### config.mk
export PLATFORM = sky130hd
export DESIGN_NAME = alu_md_control
export DESIGN_NICKNAME = d
export VERILOG_FILES = /design/src/rtl/alu_md_control_pkg.sv /design/src/rtl/alu_md_control_md_iter_unit.sv /design/src/rtl/alu_md_control.sv
export SDC_FILE = /design/constraint.sdc
export NUM_CORES = 1
export LEC_CHECK = 0
export ABC_CLOCK_PERIOD_IN_PS = 3500
export CORE_MARGIN = 2
export CORE_UTILIZATION = 35
export DETAILED_ROUTE_END_ITERATION = 12
export PLACE_DENSITY = 0.65
export SYNTH_ARGS = -nofsm -noshare
export SYNTH_HDL_FRONTEND = slang
export SYNTH_SLANG_ARGS = --single-unit
export TNS_END_PERCENT = 10
### constraint.sdc
create_clock -name clk -period 3.5 [get_ports clk]
set_clock_uncertainty 0.2 [all_clocks]
set_input_delay 0.525 -clock clk [delete_from_list [all_inputs] [get_ports clk]]
set_output_delay 0.525 -clock clk [all_outputs]
set_load 0.02 [all_outputs]
### src/rtl/alu_md_control_pkg.sv
// Shared encodings for the EX-stage ALU decode and the mult/div sequencer.
package alu_md_control_pkg;

  localparam logic [1:0] ALUOP_SUB = 2'b01;
  localparam logic [1:0] ALUOP_OR  = 2'b11;

  localparam logic [5:0] F_ADD   = 6'b100000;
  localparam logic [5:0] F_SUB   = 6'b100010;
  localparam logic [5:0] F_AND   = 6'b100100;
  localparam logic [5:0] F_OR    = 6'b100101;
  localparam logic [5:0] F_XOR   = 6'b100110;
  localparam logic [5:0] F_NOR   = 6'b100111;
  localparam logic [5:0] F_SLT   = 6'b101010;
  localparam logic [5:0] F_SLTU  = 6'b101011;
  localparam logic [5:0] F_MFHI  = 6'b010000;
  localparam logic [5:0] F_MTHI  = 6'b010001;
  localparam logic [5:0] F_MFLO  = 6'b010010;
  localparam logic [5:0] F_MTLO  = 6'b010011;
  localparam logic [5:0] F_MULT  = 6'b011000;
  localparam logic [5:0] F_MULTU = 6'b011001;
  localparam logic [5:0] F_DIV   = 6'b011010;
  localparam logic [5:0] F_DIVU  = 6'b011011;

  localparam logic [3:0] CTL_AND  = 4'b0000;
  localparam logic [3:0] CTL_OR   = 4'b0001;
  localparam logic [3:0] CTL_ADD  = 4'b0010;
  localparam logic [3:0] CTL_XOR  = 4'b0011;
  localparam logic [3:0] CTL_SUB  = 4'b0110;
  localparam logic [3:0] CTL_SLT  = 4'b0111;
  localparam logic [3:0] CTL_SLTU = 4'b1000;
  localparam logic [3:0] CTL_NOR  = 4'b1100;

  typedef enum logic [1:0] {
    ST_IDLE = 2'd0,
    ST_BUSY = 2'd1,
    ST_FIX  = 2'd2
  } md_state_t;

  // R-type funct to ALU control; unlisted functs (including mult/div/move) run an ADD.
  function automatic logic [3:0] rtype_ctrl(input logic [5:0] funct);
    case (funct)
      F_ADD:   rtype_ctrl = CTL_ADD;
      F_SUB:   rtype_ctrl = CTL_SUB;
      F_AND:   rtype_ctrl = CTL_AND;
      F_OR:    rtype_ctrl = CTL_OR;
      F_XOR:   rtype_ctrl = CTL_XOR;
      F_NOR:   rtype_ctrl = CTL_NOR;
      F_SLT:   rtype_ctrl = CTL_SLT;
      F_SLTU:  rtype_ctrl = CTL_SLTU;
      default: rtype_ctrl = CTL_ADD;
    endcase
  endfunction

endpackage

### src/rtl/alu_md_control_md_iter_unit.sv
// Iterative unsigned multiply / restoring divide datapath, one bit per step.
// After DATA_W steps: mult -> {acc, sr} is the product; div -> sr = quotient, acc = remainder.
module md_iter_unit #(
  parameter int DATA_W = 32
) (
  input  logic              clk,
  input  logic              rst_n,
  input  logic              load,
  input  logic              step,
  input  logic              is_div,
  input  logic [DATA_W-1:0] a_mag,
  input  logic [DATA_W-1:0] b_mag,
  output logic [DATA_W-1:0] acc,
  output logic [DATA_W-1:0] sr,
  output logic              last
);

  localparam int CNT_W = (DATA_W > 1) ? $clog2(DATA_W) : 1;

  logic [DATA_W-1:0] divisor;
  logic              div_mode;
  logic [CNT_W-1:0]  cnt;
  logic [DATA_W:0]   sum;
  logic [DATA_W:0]   rem_sh;
  logic [DATA_W:0]   diff;

  // Candidate next values for one shift-add and one trial subtraction.
  always_comb begin
    sum    = {1'b0, acc} + (sr[0] ? {1'b0, divisor} : '0);
    rem_sh = {acc, sr[DATA_W-1]};
    diff   = rem_sh - {1'b0, divisor};
  end

  // Operand load, per-step update and down-counting iteration counter.
  always_ff @(posedge clk or negedge rst_n) begin
    if (!rst_n) begin
      acc      <= '0;
      sr       <= '0;
      divisor  <= '0;
      div_mode <= 1'b0;
      cnt      <= '0;
    end else if (load) begin
      acc      <= '0;
      sr       <= a_mag;
      divisor  <= b_mag;
      div_mode <= is_div;
      cnt      <= CNT_W'(DATA_W - 1);
    end else if (step) begin
      if (div_mode) begin
        // With a zero divisor both branches keep rem_sh, so acc ends up holding the dividend.
        if (!diff[DATA_W]) begin
          acc <= diff[DATA_W-1:0];
          sr  <= {sr[DATA_W-2:0], 1'b1};
        end else begin
          acc <= rem_sh[DATA_W-1:0];
          sr  <= {sr[DATA_W-2:0], 1'b0};
        end
      end else begin
        acc <= sum[DATA_W:1];
        sr  <= {sum[0], sr[DATA_W-1:1]};
      end
      if (cnt != '0) cnt <= cnt - CNT_W'(1);
    end
  end

  assign last = (cnt == '0);

endmodule

### src/rtl/alu_md_control.sv
// EX-stage ALU control decode plus mult/div sequencer with HI/LO and pipeline stall.
//
//  state   | meaning
//  IDLE    | no mult/div in flight; accepts mult/div, mthi/mtlo, serves mfhi/mflo
//  BUSY    | one iteration per cycle until the counter reaches zero
//  FIX     | sign correction, HI/LO write, done_q set for the following cycle
module alu_md_control
  import alu_md_control_pkg::*;
#(
  parameter int DATA_W = 32,
  parameter int CTRL_W = 4
) (
  input  logic              clk,
  input  logic              rst_n,
  input  logic [1:0]        ALUOp,
  input  logic [5:0]        campoFuncion,
  input  logic              start,
  input  logic              flush,
  input  logic [DATA_W-1:0] opA,
  input  logic [DATA_W-1:0] opB,
  output logic [CTRL_W-1:0] controlDeALU,
  output logic [DATA_W-1:0] md_result,
  output logic              stall,
  output logic              div_zero
);

  md_state_t           state, state_nxt;
  logic [3:0]          ctrl4;
  logic                rtype;
  logic                is_mult, is_divop, is_md, is_mf, is_mt, is_signed;
  logic                sign_a, sign_b, accept;
  logic [DATA_W-1:0]   a_mag, b_mag;
  logic [DATA_W-1:0]   hi, lo, hi_fix, lo_fix;
  logic [DATA_W-1:0]   acc, sr;
  logic                last, done_q;
  logic                neg_res, neg_rem, op_div, op_div0;
  logic [2*DATA_W-1:0] prod;

  // ALU control decode; an unknown ALUOp[0] with ALUOp[1]=1 falls through to R-type.
  always_comb begin
    ctrl4 = CTL_ADD;
    rtype = 1'b0;
    if (ALUOp == ALUOP_OR) begin
      ctrl4 = CTL_OR;
    end else if (ALUOp[1]) begin
      rtype = 1'b1;
      ctrl4 = rtype_ctrl(campoFuncion);
    end else if (ALUOp == ALUOP_SUB) begin
      ctrl4 = CTL_SUB;
    end
  end

  assign controlDeALU = CTRL_W'(ctrl4);

  assign is_mult   = rtype & ((campoFuncion == F_MULT) | (campoFuncion == F_MULTU));
  assign is_divop  = rtype & ((campoFuncion == F_DIV)  | (campoFuncion == F_DIVU));
  assign is_md     = is_mult | is_divop;
  assign is_mf     = rtype & ((campoFuncion == F_MFHI) | (campoFuncion == F_MFLO));
  assign is_mt     = rtype & ((campoFuncion == F_MTHI) | (campoFuncion == F_MTLO));
  assign is_signed = (campoFuncion == F_MULT) | (campoFuncion == F_DIV);
  assign sign_a    = is_signed & opA[DATA_W-1];
  assign sign_b    = is_signed & opB[DATA_W-1];
  assign a_mag     = sign_a ? ('0 - opA) : opA;
  assign b_mag     = sign_b ? ('0 - opB) : opB;
  assign accept    = (state == ST_IDLE) & start & is_md & ~done_q & ~flush;

  md_iter_unit #(.DATA_W(DATA_W)) u_iter (
    .clk    (clk),
    .rst_n  (rst_n),
    .load   (accept),
    .step   (state == ST_BUSY),
    .is_div (is_divop),
    .a_mag  (a_mag),
    .b_mag  (b_mag),
    .acc    (acc),
    .sr     (sr),
    .last   (last)
  );

  // State register.
  always_ff @(posedge clk or negedge rst_n) begin
    if (!rst_n) state <= ST_IDLE;
    else        state <= state_nxt;
  end

  // Next-state logic; flush always returns to IDLE.
  always_comb begin
    state_nxt = state;
    if (flush) begin
      state_nxt = ST_IDLE;
    end else begin
      case (state)
        ST_IDLE: if (accept) state_nxt = ST_BUSY;
        ST_BUSY: if (last)   state_nxt = ST_FIX;
        ST_FIX:  state_nxt = ST_IDLE;
        default: state_nxt = ST_IDLE;
      endcase
    end
  end

  // Stall and HI/LO read port; stall is forced low while reset is asserted.
  always_comb begin
    stall     = 1'b0;
    md_result = '0;
    if (rst_n) begin
      stall = (state != ST_IDLE)
            | ((state == ST_IDLE) & start & is_md & ~done_q)
            | (start & (is_mf | is_mt) & (state != ST_IDLE));
    end
    if (start & is_mf & (state == ST_IDLE)) begin
      md_result = (campoFuncion == F_MFHI) ? hi : lo;
    end
  end

  // Sign correction of the raw iteration result for the FIX write.
  always_comb begin
    prod = {acc, sr};
    if (neg_res) prod = '0 - prod;
    hi_fix = prod[2*DATA_W-1:DATA_W];
    lo_fix = prod[DATA_W-1:0];
    if (op_div) begin
      lo_fix = op_div0 ? '1 : (neg_res ? ('0 - sr) : sr);
      hi_fix = neg_rem ? ('0 - acc) : acc;
    end
  end

  // Operation attributes captured at accept.
  always_ff @(posedge clk or negedge rst_n) begin
    if (!rst_n) begin
      neg_res <= 1'b0;
      neg_rem <= 1'b0;
      op_div  <= 1'b0;
      op_div0 <= 1'b0;
    end else if (accept) begin
      neg_res <= sign_a ^ sign_b;
      neg_rem <= sign_a;
      op_div  <= is_divop;
      op_div0 <= is_divop & (opB == '0);
    end
  end

  // HI/LO writes from FIX or mthi/mtlo in IDLE; a flush suppresses both.
  always_ff @(posedge clk or negedge rst_n) begin
    if (!rst_n) begin
      hi <= '0;
      lo <= '0;
    end else if (!flush) begin
      if (state == ST_FIX) begin
        hi <= hi_fix;
        lo <= lo_fix;
      end else if ((state == ST_IDLE) & start & is_mt) begin
        if (campoFuncion == F_MTHI) hi <= opA;
        else                        lo <= opA;
      end
    end
  end

  // One-cycle completion flags following FIX.
  always_ff @(posedge clk or negedge rst_n) begin
    if (!rst_n) begin
      done_q   <= 1'b0;
      div_zero <= 1'b0;
    end else begin
      done_q   <= (state == ST_FIX) & ~flush;
      div_zero <= (state == ST_FIX) & op_div0 & ~flush;
    end
  end

endmodule

==> impl_metrics.prom, run 1 <==
# TYPE chip_impl_metric gauge
chip_impl_metric{name="ant_nets",unit=""} 0
chip_impl_info{name="critPathTopFamily",value="compound AO/OA/AOI/OAI gates"} 1
chip_impl_metric{name="synth-warning-count",unit=""} 0
chip_impl_info{name="critical-path-slowest-cell",value="sky130_fd_sc_hd__o31a_1"} 1
chip_impl_metric{name="mappedNetlistNets",unit=""} 2107
chip_impl_info{name="run_status",value="complete, but fails checks"} 1
chip_impl_metric{name="synth-edff-count",unit=""} 0
chip_impl_metric{name="depth_of_the_worst_register_to_register_path",unit=""} 14
chip_impl_metric{name="initial_core_util",unit="%"} 35.6
chip_impl_metric{name="final_wtd_congestion",unit=""} 0.989
chip_impl_metric{name="drtPass1Iterations",unit=""} 5
chip_impl_metric{name="die_x",unit="um"} 211
chip_impl_info{name="regToRegEndpoint",value="u_iter.acc[3]$_DFFE_PN0P_"} 1
chip_impl_metric{name="power_per_cell_area",unit="nW/um^2"} 549
chip_impl_metric{name="synth.distinct_cells",unit=""} 74
chip_impl_metric{name="final_nets",unit=""} 2322
chip_impl_metric{name="cts.path.max_buffers",unit=""} 2
chip_impl_metric{name="insertion_delay",unit="ns"} 0.47
chip_impl_metric{name="setup_viol",unit=""} 3
chip_impl_metric{name="share_of_layout_cells_above_drive_strength_1",unit="%"} 13.0
chip_impl_metric{name="core_area",unit="sq um"} 42000
chip_impl_metric{name="place_worst_setup_slack",unit="ns"} -0.256
chip_impl_metric{name="via_count",unit=""} 15700
chip_impl_info{name="cp-end-kind",value="register"} 1
chip_impl_metric{name="grt_antenna_before_repair",unit=""} 0
chip_impl_metric{name="reg2reg_setup_slack",unit="ns"} -0.004
chip_impl_info{name="critical_path_class",value="reg -> reg"} 1
chip_impl_metric{name="global_route.usage.total",unit="%"} 24.5
chip_impl_metric{name="final-max-slew-violation-count",unit=""} 0
chip_impl_metric{name="finalCritPeriodShare",unit="%"} 100
chip_impl_metric{name="synthCells",unit=""} 1959
chip_impl_metric{name="area_growth_syn_to_layout",unit="%"} 24.8
chip_impl_metric{name="max_cap_viol_count",unit=""} 0
chip_impl_info{name="violations",value="negative setup slack"} 1
chip_impl_metric{name="via_count_of_the_first_global_routing_pass",unit=""} 15200
chip_impl_info{name="min_path_type",value="in -> async"} 1
chip_impl_metric{name="totalWireLength",unit="mm"} 54.5
chip_impl_metric{name="transition_time_at_the_pin_with_the_least_slew_margin",unit="ns"} 1.28
chip_impl_metric{name="place.port_buffers",unit=""} 113
chip_impl_metric{name="max_stage_delay",unit="ns"} 0.40
chip_impl_metric{name="crit_buf_inv",unit=""} 3
chip_impl_metric{name="inserted_clock_buffers",unit=""} 17
chip_impl_metric{name="die_h",unit="um"} 211
chip_impl_metric{name="worst_slew_margin_rel",unit="%"} 14.9
chip_impl_metric{name="dr.first_iter.drc_count",unit=""} 1323
chip_impl_info{name="final_cell_mix",value="sky130_fd_sc_hd__nand2_1, sky130_fd_sc_hd__o21ai_0, sky130_fd_sc_hd__buf_4"} 1
chip_impl_info{name="crit_path_cell_trace",value="inv_2 > ha_4 > fa_2 > nand2b_4 > a21o_4 > a211oi_2 > o21ai_2 > o31a_1 > xnor2_2 > buf_12 > buf_8 > mux2_4 > a21oi_2 > nor2_1"} 1
chip_impl_metric{name="vdd_drop_max",unit="mV"} 0.307
chip_impl_metric{name="setup_tns",unit="ns"} -0.00697
chip_impl_metric{name="post-route-min-period",unit="ns"} 3.50
chip_impl_metric{name="grt_overflow",unit=""} 0
chip_impl_metric{name="num_rows",unit=""} 75
chip_impl_metric{name="dp_hpwl",unit="mm"} 42.3
chip_impl_metric{name="total_leakage_power",unit="nW"} 7.70
chip_impl_metric{name="final-hold-violation-count",unit=""} 0
chip_impl_metric{name="design.die.area",unit="sq um"} 44400
chip_impl_metric{name="cp_max_fo",unit=""} 7
chip_impl_metric{name="route.detailed.drc",unit=""} 0
chip_impl_metric{name="worst_ep_required_time",unit="ns"} 3.65
chip_impl_metric{name="syn_avg_cell_area",unit="sq um"} 7.63
chip_impl_metric{name="maximum_number_of_pins_on_one_net_before_global_route_repair",unit=""} 108
chip_impl_info{name="clock-root-buffer",value="sky130_fd_sc_hd__clkbuf_16"} 1
chip_impl_metric{name="max_clock_freq",unit="MHz"} 285
chip_impl_metric{name="clk_transition_reported_paths",unit="ns"} 0.08
chip_impl_info{name="yosys_most_used_dff",value="sky130_fd_sc_hd__dfrtp_1"} 1
chip_impl_metric{name="clock-sinks",unit=""} 173
chip_impl_metric{name="io_pins",unit=""} 114
chip_impl_metric{name="fin_ws",unit="ns"} -0.00376
chip_impl_info{name="rsz_0062_raised_after_global_routing",value="yes"} 1
chip_impl_metric{name="grt_pass1_wl",unit="mm"} 85.2
chip_impl_metric{name="synth_sequential_area_ratio",unit="%"} 28.9
chip_impl_info{name="worstSetupStartpointType",value="register"} 1
chip_impl_metric{name="max_h_tree_level",unit=""} 4
chip_impl_metric{name="cell_area_synth",unit="sq um"} 15000
chip_impl_info{name="most_frequent_standard_cell_in_the_layout_excluding_fill_and_tap_cells",value="sky130_fd_sc_hd__nand2_1"} 1
chip_impl_metric{name="yosys_register_bits",unit=""} 173
chip_impl_metric{name="antenna_cells_inserted",unit=""} 0
chip_impl_metric{name="worst-endpoint-arrival",unit="ns"} 3.66
chip_impl_info{name="startpoint_of_the_worst_slack_reg_to_reg_timing_path",value="u_iter.sr[31]$_DFFE_PN0P_"} 1
chip_impl_info{name="cts_tree",value="yes"} 1
chip_impl_metric{name="wire_per_inst",unit="um"} 20.0
chip_impl_metric{name="route.detailed.vias_per_inst",unit=""} 5.76
chip_impl_metric{name="asyncSetResetFlopFracSynth",unit="%"} 100
==> worst register-to-register path, stage by stage (launching register included) <==
cell and delay [ns]:
sky130_fd_sc_hd__dfrtp_1 0.39, sky130_fd_sc_hd__inv_2 0.07, sky130_fd_sc_hd__ha_4 0.17, sky130_fd_sc_hd__fa_2 0.38, sky130_fd_sc_hd__nand2b_4 0.15, sky130_fd_sc_hd__a21o_4 0.23
sky130_fd_sc_hd__a211oi_2 0.25, sky130_fd_sc_hd__o21ai_2 0.12, sky130_fd_sc_hd__o31a_1 0.40, sky130_fd_sc_hd__xnor2_2 0.28, sky130_fd_sc_hd__buf_12 0.17, sky130_fd_sc_hd__buf_8 0.12
sky130_fd_sc_hd__mux2_4 0.30, sky130_fd_sc_hd__a21oi_2 0.11, sky130_fd_sc_hd__nor2_1 0.05
==> through the flow <==
step           std cells  area (sq um)  power [W]  util, %  hold slack (ns)
2_1_floorplan       1959         15000    0.00581        -           0.0294
3_3_place_gp        2682         17800    0.00776     42.4            0.135
3_5_place_dp        2682         17800    0.00782     42.4            0.134
4_1_cts             2715         18400    0.00988     43.9            0.208
5_1_grt             2726         18700     0.0108     44.4            0.210
6_report            2726         18700     0.0103     44.4            0.230
==> how the worst max path moves through the flow <==
stage	slack, ns	endpoint	depth (start not counted)	from
after global routing	-0.17	u_iter.acc[30]$_DFFE_PN0P_	15	u_iter.sr[31]$_DFFE_PN0P_
after CTS	0.0005	md_result[14]	7	ALUOp[1]
after global placement	-0.23	md_result[5]	7	ALUOp[1]
after floorplan	0.04	u_iter.acc[21]$_DFFE_PN0P_	13	u_iter.sr[31]$_DFFE_PN0P_
after detailed placement	-0.26	md_result[28]	7	ALUOp[1]
final	-0.004	u_iter.acc[3]$_DFFE_PN0P_	14	u_iter.sr[31]$_DFFE_PN0P_
==> sequential cells by signal, indices dropped and copies added (netlist names) <==
register	cells
neg_rem	1
op_div0	1
neg_res	1
div_zero	1
hi	32
state	2
lo	32
op_div	1
done_q	1
u_iter.acc	32
u_iter.sr	32
u_iter.cnt	5
u_iter.divisor	32
==> kinds of logic after synthesis <==
| family | count (synthesis) | synth area share (%) |
|---|---|---|
| xor+xnor | 171 | 10.0 |
| compound gates | 642 | 26.0 |
| simple gates | 671 | 21.0 |
| mux | 49 | 3.33 |
| fa+ha+maj | 72 | 6.12 |
| flops | 173 | 28.9 |
| buf+inv | 181 | 4.58 |
==> routing by layer <==
metal | GRT usage, % | up-vias | routed length, um
met1 | 32.4 | 7492 | 24000
met5 | 0 | - | 0
met3 | 3.40 | 108 | 3370
met4 | 10.2 | 0 | 2060
met2 | 40.2 | 638 | 25000
li1 | - | 7473 | -
==> where the power goes <==
group          internal, W  switching, W
combinational      0.00246       0.00299
sequential         0.00232      0.000439
clock              0.00108      0.000957
total              0.00586       0.00439
==> Yosys cell counts, types with 7 or more instances <==
cell type	n	area share, %
sky130_fd_sc_hd__or4_1	14	0.70
sky130_fd_sc_hd__xor2_1	76	4.5
sky130_fd_sc_hd__and3_1	14	0.59
sky130_fd_sc_hd__o22ai_1	31	1.3
sky130_fd_sc_hd__a31oi_1	19	0.79
sky130_fd_sc_hd__or3_1	25	1.0
sky130_fd_sc_hd__nand2_1	308	7.7
sky130_fd_sc_hd__nor2_1	142	3.6
sky130_fd_sc_hd__nand2b_1	19	0.79
sky130_fd_sc_hd__nor3_1	29	0.97
sky130_fd_sc_hd__dfrtp_1	173	29
sky130_fd_sc_hd__o41ai_1	13	0.76
sky130_fd_sc_hd__a21oi_1	162	5.4
sky130_fd_sc_hd__a22oi_1	15	0.75
sky130_fd_sc_hd__o211ai_1	42	2.1
sky130_fd_sc_hd__nor4_1	16	0.67
sky130_fd_sc_hd__ha_1	70	5.9
sky130_fd_sc_hd__a21o_1	35	1.8
sky130_fd_sc_hd__nor2b_1	16	0.67
sky130_fd_sc_hd__nand3_1	28	0.94
sky130_fd_sc_hd__o31ai_1	32	1.6
sky130_fd_sc_hd__o221ai_1	7	0.41
sky130_fd_sc_hd__a211oi_1	15	0.75
sky130_fd_sc_hd__xnor2_1	95	5.6
sky130_fd_sc_hd__and2_1	13	0.54
sky130_fd_sc_hd__mux2i_1	43	2.9
sky130_fd_sc_hd__nand4_1	12	0.50
sky130_fd_sc_hd__o21a_1	10	0.50
sky130_fd_sc_hd__inv_1	68	1.7
sky130_fd_sc_hd__clkbuf_1	103	2.6
sky130_fd_sc_hd__o21ai_0	214	7.2
sky130_fd_sc_hd__o21bai_1	9	0.45
==> final cells by class <==
| cell class | count | area, sq um |
|---|---|---|
| clock buffer | 18 | 429 |
| clock inverter | 14 | 171 |
| fill | 4288 | 23400 |
| inverter | 68 | 255 |
| multi-input combinational | 1605 | 10100 |
| sequential | 173 | 4330 |
| tap | 539 | 674 |
| timing repair buffer | 309 | 2680 |
==> timing repair <==
action	CTS	global route
pin swaps	1	19
endpoints found under the setup margin	45	35
hold buffers	1	0
setup buffers	0	12
endpoints found under the hold margin	33	0
gates cloned	0	0
gates resized for setup	35	48
Note: power is estimated with default switching activity, not from simulation.
==> run 2: changes to the inputs <==
--- a/config.mk
+++ b/config.mk
@@ -6,9 +6,11 @@
 export NUM_CORES = 1
 export LEC_CHECK = 0
 export ABC_CLOCK_PERIOD_IN_PS = 3500
+export CORE_ASPECT_RATIO = 1.5
 export CORE_MARGIN = 2
 export CORE_UTILIZATION = 35
 export DETAILED_ROUTE_END_ITERATION = 12
+export HOLD_SLACK_MARGIN = 0.12
 export PLACE_DENSITY = 0.65
 export SYNTH_ARGS = -nofsm -noshare
 export SYNTH_HDL_FRONTEND = slang
==> impl_metrics.prom, run 2 (same netlist as run 1, synthesis figures left out) <==
# TYPE chip_impl_metric gauge
chip_impl_info{name="run_status",value="finished, final reports clean"} 1
chip_impl_metric{name="final_nets",unit=""} 2343
chip_impl_metric{name="totalWireLength",unit="mm"} 54.7
chip_impl_metric{name="cts.path.max_buffers",unit=""} 2
chip_impl_metric{name="switchingPower",unit="W"} 0.00416
chip_impl_metric{name="grt_antenna_before_repair",unit=""} 0
chip_impl_info{name="critical_path_class",value="reg -> reg"} 1
chip_impl_metric{name="depth_of_the_worst_register_to_register_path",unit=""} 13
chip_impl_metric{name="reg2reg_setup_slack",unit="ns"} 0.08
chip_impl_metric{name="final-hold-violation-count",unit=""} 0
chip_impl_metric{name="die_x",unit="um"} 173
chip_impl_metric{name="core_area",unit="sq um"} 42100
chip_impl_metric{name="final-max-slew-violation-count",unit=""} 0
chip_impl_metric{name="dr.first_iter.drc_count",unit=""} 1354
chip_impl_metric{name="maximum_number_of_pins_on_one_net_before_global_route_repair",unit=""} 173
chip_impl_metric{name="clock-sinks",unit=""} 173
chip_impl_metric{name="final_wtd_congestion",unit=""} 0.946
chip_impl_metric{name="sw_frac_of_total",unit="%"} 42.1
chip_impl_metric{name="inserted_clock_buffers",unit=""} 17
chip_impl_metric{name="ant_nets",unit=""} 0
chip_impl_metric{name="global_route.usage.total",unit="%"} 24.3
chip_impl_metric{name="worst_slew_margin_rel",unit="%"} 30.9
chip_impl_metric{name="grt_use_met1",unit="%"} 28.1
chip_impl_metric{name="via_count",unit=""} 15900
chip_impl_metric{name="worst_ep_required_time",unit="ns"} 3.59
chip_impl_metric{name="grtUsageMet3",unit="%"} 3.03
chip_impl_metric{name="max_clock_freq",unit="MHz"} 292
chip_impl_info{name="worstSetupStartpointType",value="register"} 1
chip_impl_metric{name="vdd_drop_max",unit="mV"} 0.401
chip_impl_info{name="cts_tree",value="yes"} 1
chip_impl_metric{name="worst-endpoint-arrival",unit="ns"} 3.51
chip_impl_metric{name="layout.area.seq",unit="sq um"} 4330
chip_impl_metric{name="route.detailed.vias_per_inst",unit=""} 5.75
chip_impl_metric{name="max_cap_viol_count",unit=""} 0
chip_impl_metric{name="power_frac_clock",unit="%"} 19.4
chip_impl_metric{name="area_growth_syn_to_layout",unit="%"} 26.2
chip_impl_metric{name="die_h",unit="um"} 257
chip_impl_info{name="regToRegEndpoint",value="u_iter.acc[16]$_DFFE_PN0P_"} 1
chip_impl_metric{name="grt_overflow",unit=""} 0
chip_impl_metric{name="fin_ws",unit="ns"} 0.0796
chip_impl_metric{name="nFillCells",unit=""} 4280
chip_impl_metric{name="clk_transition_reported_paths",unit="ns"} 0.07
chip_impl_info{name="most_frequent_standard_cell_in_the_layout_excluding_fill_and_tap_cells",value="sky130_fd_sc_hd__nand2_1"} 1
chip_impl_info{name="clock-root-buffer",value="sky130_fd_sc_hd__clkbuf_16"} 1
chip_impl_info{name="cp-end-kind",value="register"} 1
chip_impl_metric{name="total_leakage_power",unit="nW"} 8.08
chip_impl_metric{name="via_count_of_the_first_global_routing_pass",unit=""} 15700
chip_impl_metric{name="route.detailed.drc",unit=""} 0
chip_impl_metric{name="drtPass1Iterations",unit=""} 6
chip_impl_metric{name="power_per_cell_area",unit="nW/um^2"} 523
chip_impl_metric{name="grt_pass1_wl",unit="mm"} 86.3
chip_impl_metric{name="dp_hpwl",unit="mm"} 42.6
chip_impl_metric{name="place.port_buffers",unit=""} 113
chip_impl_metric{name="finish.utilization",unit="%"} 44.8
chip_impl_metric{name="place_worst_setup_slack",unit="ns"} -0.131
chip_impl_metric{name="sequentialPowerShare",unit="%"} 28.1
chip_impl_metric{name="insertion_delay",unit="ns"} 0.46
chip_impl_metric{name="initial_core_util",unit="%"} 35.5
chip_impl_metric{name="final.hold.worst_slack",unit="ns"} 0.210
chip_impl_info{name="rsz_0062_raised_after_global_routing",value="yes"} 1
chip_impl_info{name="min_path_type",value="in -> async"} 1
chip_impl_metric{name="setup_tns",unit="ns"} 0
chip_impl_metric{name="power.combinational.fraction",unit="%"} 52.5
chip_impl_metric{name="transition_time_at_the_pin_with_the_least_slew_margin",unit="ns"} 1.04
chip_impl_metric{name="post-route-min-period",unit="ns"} 3.42
chip_impl_metric{name="io_pins",unit=""} 114
chip_impl_metric{name="num_rows",unit=""} 92
chip_impl_metric{name="share_of_layout_cells_above_drive_strength_1",unit="%"} 13.5
chip_impl_metric{name="multiInputGateArea",unit="sq um"} 10100
chip_impl_metric{name="cellInternalPower",unit="W"} 0.00571
chip_impl_metric{name="wire_per_inst",unit="um"} 19.7
chip_impl_metric{name="antenna_cells_inserted",unit=""} 0
chip_impl_metric{name="setup_viol",unit=""} 0
chip_impl_info{name="startpoint_of_the_worst_slack_reg_to_reg_timing_path",value="u_iter.divisor[0]$_DFFE_PN0P_"} 1
chip_impl_metric{name="design.die.area",unit="sq um"} 44400
chip_impl_metric{name="globalRouteMet2Util",unit="%"} 44.2
chip_impl_info{name="final_cell_mix",value="sky130_fd_sc_hd__nand2_1, sky130_fd_sc_hd__buf_4, sky130_fd_sc_hd__o21ai_0"} 1
chip_impl_info{name="top_usage_layer",value="met2"} 1
chip_impl_metric{name="max_h_tree_level",unit=""} 4
chip_impl_metric{name="finalCritPeriodShare",unit="%"} 97.7
chip_impl_metric{name="cp_max_fo",unit=""} 13
[run 2: cell types whose count changed in the layout (fill, tap and decap cells not counted), sizes merged]
| cell | previous run | this run |
|---|---|---|
| dlymetal6s2s | 5 | 27 |
| dlygate4sd2 | 27 | 6 |
| bufinv | 2 | 1 |
| inv | 76 | 69 |
| clkdlybuf4s50 | 80 | 79 |
| clkinv | 2 | 6 |
| clkinvlp | 2 | 4 |
| clkbuf | 18 | 20 |
| buf | 196 | 217 |
[run 2: repair_timing]
item | in CTS | in global routing
buffers inserted | 0 | 6
setup endpoints to repair | 18 | 50
hold buffers | 1 | 0
pin swaps | 0 | 4
hold endpoints to repair | 1 | 0
resized for setup | 12 | 50
[run 2: worst max-delay path by stage]
stage | start | endpoint | slack, ns | cells after the start
2_1_floorplan | u_iter.sr[31]$_DFFE_PN0P_ | u_iter.acc[21]$_DFFE_PN0P_ | 0.04 | 13
3_3_place_gp | u_iter.divisor[0]$_DFFE_PN0P_ | u_iter.acc[12]$_DFFE_PN0P_ | -0.11 | 13
3_5_place_dp | u_iter.divisor[0]$_DFFE_PN0P_ | u_iter.acc[16]$_DFFE_PN0P_ | -0.13 | 13
4_1_cts | u_iter.divisor[0]$_DFFE_PN0P_ | u_iter.acc[16]$_DFFE_PN0P_ | 0.002 | 13
5_1_grt | u_iter.divisor[0]$_DFFE_PN0P_ | u_iter.acc[16]$_DFFE_PN0P_ | -0.05 | 13
6_report | u_iter.divisor[0]$_DFFE_PN0P_ | u_iter.acc[16]$_DFFE_PN0P_ | 0.08 | 13
[run 2: layout make-up]
class / count / share of cell area, %
Tap cell: 564 / 3.74
Sequential cell: 173 / 22.9
Clock inverter: 12 / 0.603
Multi-Input combinational cell: 1605 / 53.4
Inverter: 68 / 1.35
Clock buffer: 20 / 2.42
Timing Repair Buffer: 330 / 15.6
[run 2: stage by stage]
stage / std cells / power, W / cell area (sq um)
2_1_floorplan: 1959 / 0.00581 / 15000
3_3_place_gp: 2733 / 0.00772 / 18100
3_5_place_dp: 2733 / 0.00779 / 18100
4_1_cts: 2766 / 0.00974 / 18700
5_1_grt: 2772 / 0.0105 / 18900
6_report: 2772 / 0.00987 / 18900
[run 2: power groups by stage]
stage | Clock, W | Combinational (W) | Sequential [W]
floorplan | 0 | 0.00312 | 0.00270
global placement | 0 | 0.00494 | 0.00278
detailed placement | 0 | 0.00501 | 0.00279
CTS | 0.00193 | 0.00505 | 0.00275
global route | 0.00200 | 0.00569 | 0.00281
finish | 0.00191 | 0.00518 | 0.00277
[run 2: worst max-delay path: stages, from the launching register on]
cell,delay [ns]
sky130_fd_sc_hd__dfrtp_1,0.37
sky130_fd_sc_hd__buf_4,0.14
sky130_fd_sc_hd__ha_1,0.21
sky130_fd_sc_hd__fa_2,0.34
sky130_fd_sc_hd__nand2b_1,0.16
sky130_fd_sc_hd__a21o_1,0.19
sky130_fd_sc_hd__a211oi_2,0.21
sky130_fd_sc_hd__o21ai_2,0.12
sky130_fd_sc_hd__o31a_1,0.33
sky130_fd_sc_hd__xnor2_2,0.20
sky130_fd_sc_hd__buf_12,0.17
sky130_fd_sc_hd__mux2_2,0.33
sky130_fd_sc_hd__a22oi_1,0.16
sky130_fd_sc_hd__o21ai_0,0.12
[run 2: metal layers]
metal  wire, um  up-vias
met5          0        -
met4       2640        0
met3       3070      170
met2      27500      653
met1      21500     7602
li1           -     7511
